**src/rtl/mux_41.sv**
```systemverilog
// 4-to-1 single-bit mux with registered output, select and toggle strobe.
// Optional per-channel saturating select counters when MUX41_STATS_EN is defined.
module mux_41 #(
  parameter int unsigned CNT_W = 16
) (
  input  logic       clk,
  input  logic       rst_n,
  input  logic       s0,
  input  logic       s1,
  input  logic       d0,
  input  logic       d1,
  input  logic       d2,
  input  logic       d3,
  output logic       z0,
  output logic       z0_q,
  output logic [1:0] sel_q,
  output logic       chg
`ifdef MUX41_STATS_EN
  ,
  output logic [CNT_W-1:0] hit0,
  output logic [CNT_W-1:0] hit1,
  output logic [CNT_W-1:0] hit2,
  output logic [CNT_W-1:0] hit3
`endif
);

  // CNT_W only sizes the hit counters, but a zero width is rejected in every build.
  if (CNT_W == 0) begin : g_cnt_w_invalid
    $error("mux_41: CNT_W must be nonzero");
  end

  logic [1:0] sel;
  logic       z0_d;
  logic [1:0] sel_d;
  logic       chg_d;
  logic       chg_q;

  assign sel = {s1, s0};

  always_comb begin
    case (sel)
      2'b00:   z0 = d0;
      2'b01:   z0 = d1;
      2'b10:   z0 = d2;
      default: z0 = d3;
    endcase
  end

  always_comb begin
    z0_d  = z0;
    sel_d = sel;
    chg_d = z0 ^ z0_q;
  end

  always_ff @(posedge clk) begin
    if (!rst_n) begin
      z0_q  <= 1'b0;
      sel_q <= 2'b00;
      chg_q <= 1'b0;
    end else begin
      z0_q  <= z0_d;
      sel_q <= sel_d;
      chg_q <= chg_d;
    end
  end

  assign chg = chg_q;

`ifdef MUX41_STATS_EN
  logic [CNT_W-1:0] hit_q [4];
  logic [CNT_W-1:0] hit_d [4];

  always_comb begin
    hit_d = hit_q;
    if (hit_q[sel] != '1) begin
      hit_d[sel] = hit_q[sel] + CNT_W'(1);
    end
  end

  always_ff @(posedge clk) begin
    if (!rst_n) begin
      for (int unsigned i = 0; i < 4; i++) begin
        hit_q[i] <= '0;
      end
    end else begin
      hit_q <= hit_d;
    end
  end

  assign hit0 = hit_q[0];
  assign hit1 = hit_q[1];
  assign hit2 = hit_q[2];
  assign hit3 = hit_q[3];
`endif

endmodule

```
**config.mk**
```make
export PLATFORM = sky130hd
export DESIGN_NAME = mux_41
export DESIGN_NICKNAME = d
export VERILOG_FILES = /design/src/rtl/mux_41.sv
export SDC_FILE = /design/constraint.sdc
export NUM_CORES = 1
export LEC_CHECK = 0
export BUFFER_PORTS_ARGS = -buffer_cell sky130_fd_sc_hd__clkbuf_2
export CAP_MARGIN = 20
export CORE_AREA = 2 2 39 41
export CTS_CLUSTER_SIZE = 14
export DETAILED_ROUTE_END_ITERATION = 16
export DIE_AREA = 0 0 41 43
export PLACE_DENSITY = 0.31
export SYNTH_ARGS = -nofsm -noshare
export SYNTH_HDL_FRONTEND = slang
export SYNTH_SLANG_ARGS = --single-unit
```
**constraint.sdc**
```tcl
create_clock -name clk -period 1.55 [get_ports clk]
set_input_delay 0 -clock clk [delete_from_list [all_inputs] [get_ports clk]]
set_output_delay 0 -clock clk [all_outputs]
set_load 0.02 [all_outputs]
```
-- Word-level counts from Yosys, hierarchy flattened
Index checks and enable logic that the tools add are counted.
- output and inout port bits: 5
- register bits after elaboration: 4
- bitwise operators: 1
- equality and inequality tests: 2
- reduce and logical (&&, ||, !) cells: 1
- muxes and demuxes: 1
- operators with widths (kind ; number):
    $pmux W1 S3 ; 1
    $eq A2 B1 Y1 const B ; 1
    $eq A2 B2 Y1 const B ; 1
    $logic_not A2 Y1 ; 1
    $xor A1 B1 Y1 ; 1

-- Logic depth before layout (Yosys ltp)
- word-level depth: 3
- gate-level depth with buffers: 3
- depth with buffers taken out: 3

-- Least setup slack after synthesis
Ideal clock, no wire load.
- path type: input to register
- start point: input s0
- end point: register chg_q (netlist: chg)
- cell stages on the path: 3
- slack: 0.553 ns
- data required time: 1.435 ns
- arrival: 0.882 ns
- setup time: 0.115 ns
- cells stage by stage: mux4_2 -> xor2_1 -> and2_1
- word-level cells in the longest chain between the ends: 3
- elaborated cells on any way between the ends: 5
- those cells by class: 2 x eq/ne; 1 x mux; 1 x bitwise; 1 x reduce/logical
- RTL lines (element ; RTL line ; text):
    start, declared ; 8 ; input logic s0,
    $eq A2 B2 Y1, or another cell as far along ; 41 ; case (sel)
    $pmux W1 S3 * ; 41 ;
    $xor A1 B1 Y1 * ; 52 ; chg_d = z0 ^ z0_q;
    end signal, assigned ; 63 ; chg_q <= chg_d;
    end, declared ; 36 ; logic chg_q;
Every way passes the cells marked *; elsewhere a longest branch is shown, timed or not.
A chain may end at the register's enable or synchronous reset.

-- Worst setup path after layout
Same ends and word-level chain as after synthesis.

==> impl_metrics.py <==
metrics = {
    "status": {
        "outcome": "finished clean",
    },
    "yosys": {
        "ys_ff_latch": 4,
        "synth_cell_types": 5,
        "synthesis.area_sq_um": 139,
        "syn_inst": 10,
        "yosysWarningCount": 0,
        "synth_seq_area_share": 0.577,
        "synth_nets": 18,
        "syn_area_per_cell_sq_um": 13.9,
    },
    "job": {
        "drv_cap": 0,
    },
    "sta": {
        "setup_viol": 0,
        "max_freq_mhz": 1230,
        "period_share": 0.523,
        "fin_tns_setup_ns": 0,
        "slew_violations": 0,
        "tightest_slew_ns": 0.121,
        "fin_crit_ns": 0.811,
        "worst_clock_skew_ns": 0.00101,
        "fin_ws_ns": 0.739,
        "maxSlewHeadroom": 0.920,
        "rsz0062_at_grt": "no",
        "hold_viol_final": 0,
    },
    "global_routing": {
        "antenna_found_initial": 0,
        "grt-ovfl-total": 0,
        "grt_pass1_vias": 128,
        "grt_pass1_wl_microns": 469,
        "grt_max_degree": 5,
        "grt_use_total": 0.0463,
    },
    "layout": {
        "syn2layout_area_growth_pct": 73.9,
        "final_nets": 35,
        "drive_gt1_frac": 0.720,
        "postLayoutCoreUtil": 0.175,
        "layout_commonest_cell": "clkbuf_2",
        "fin_area_sq_um": 241,
        "mostFrequentLayoutCells": "clkbuf_2, dfxtp_1, clkbuf_4",
        "diodes": 0,
    },
    "placement": {
        "dp_hpwl_microns": 274,
        "port_buffers": 12,
        "pre_cts_ws_ns": 0.490,
        "post_dp_cell_area_sq_um": 219,
        "gp_congestion": 0.484,
    },
    "worst_setup_path": {
        "critical_path_class": "input port to flip-flop",
        "path_cells": "clkbuf_2 > mux4_2 > xor2_1 > and2_1",
        "path_max_fanout": 3,
        "reg2reg_depth": 2,
        "critPathLaunchType": "input port",
        "cp-end-kind": "flip-flop",
        "max_stage_delay_ns": 0.53,
        "cp_data_arrival_time_ns": 0.93,
        "cp_data_required_time_ns": 1.67,
        "crit_path_top_delay_cell": "mux4_2",
    },
    "detailed_routing": {
        "drtIter0Drc": 0,
        "wl_per_cell_microns": 7.88,
        "avgViaCountPerCell": 3.15,
        "postRouteAntennaNets": 0,
        "wirelength_microns": 323,
        "num_vias": 129,
        "drc": 0,
        "dr.pass1.iters": 1,
    },
    "floorplanning": {
        "die_h_microns": 43,
        "io_pins": 13,
        "dieArea_sq_um": 1760,
        "floorplan.rows": 14,
        "coreArea_sq_um": 1380,
        "die_x_microns": 41,
        "start_util": 0.100,
    },
    "cts": {
        "clk_path_buf_depth": 2,
        "cts-root-buf": "clkbuf_4",
        "h-tree-depth": 1,
        "cts_buffers": 3,
        "ctsResizeCount": 0,
        "cts.sinks": 4,
        "hold_buffers": 0,
        "cts_tree": "built",
        "clk-insertion-delay-late_ns": 0.23,
        "clk_pin_slew_worst_paths_ns": 0.04,
        "postCtsSetupRepairBufs": 0,
    },
    "min_path": {
        "hp-class": "input port to flip-flop",
        "hold_depth": 2,
    },
    "power": {
        "worst_ir_drop_vdd_uv": 133,
        "leakage_nw": 0.122,
        "finalPower_mw": 0.288,
        "p_per_area_nw_per_um2": 1190,
    },
}
## flip-flops by register name (all words and copies together) (netlist names)
signal	cells
chg	1
sel_q	2
z0_q	1
## cells in the mapped netlist
| master | number | area, sq um |
|---|---|---|
| and2_2 | 2 | 15.0 |
| mux4_2 | 1 | 22.5 |
| dfxtp_1 | 4 | 80.1 |
| xor2_1 | 1 | 8.76 |
| and2_1 | 2 | 12.5 |
## layout make-up
class,instances,area [sq um]
clock buffers,3,22.5
repair buffers,12,60.1
flip-flops and latches,4,80.1
well taps,16,20.0
multi-input cells,6,58.8
fillers,155,1140
## metal layers
metal,global-route usage,part of all wire
met1,0.0518,0.43
met2,0.0469,0.35
met5,0,0
met4,0.0800,0
met3,0.0157,0.22
## critical path: cells and delay by family
family                    cells  cell delay (ns)
xor gates and xnor gates      1             0.16
buffers and inverters         1             0.10
and+or+nand+nor               1             0.15
muxes                         1             0.53
## per-stage QoR
| stage | hold WS, ns | cells |
|---|---|---|
| floorplan | 0.122 | 10 |
| finish | 0.00827 | 41 |
| global route | 0.0310 | 41 |
| CTS | 0.00104 | 41 |
| detailed placement | 0.246 | 38 |
| global placement | 0.235 | 38 |
## final timing paths
| path | startpoint | to | slack [ns] |
|---|---|---|---|
| setup / recovery | s0 | chg | 0.74 |
| hold / removal | s1 | sel_q[1] | 0.008 |
| setup reg to reg | z0_q | chg | 0.84 |
| hold reg to reg | z0_q | chg | 0.59 |
## where the power goes
group          total, mW  switching, mW  leakage (nW)  internal, mW
logic             0.0489         0.0257        0.0746        0.0232
registers          0.114        0.00261        0.0333         0.112
clock network      0.125         0.0383        0.0138        0.0863
## logic make-up after synthesis
group         synth area share
xor+xnor                0.0631
flops                    0.577
simple gates             0.198
mux                      0.162
No activity file was read; power rests on OpenSTA's default activity.
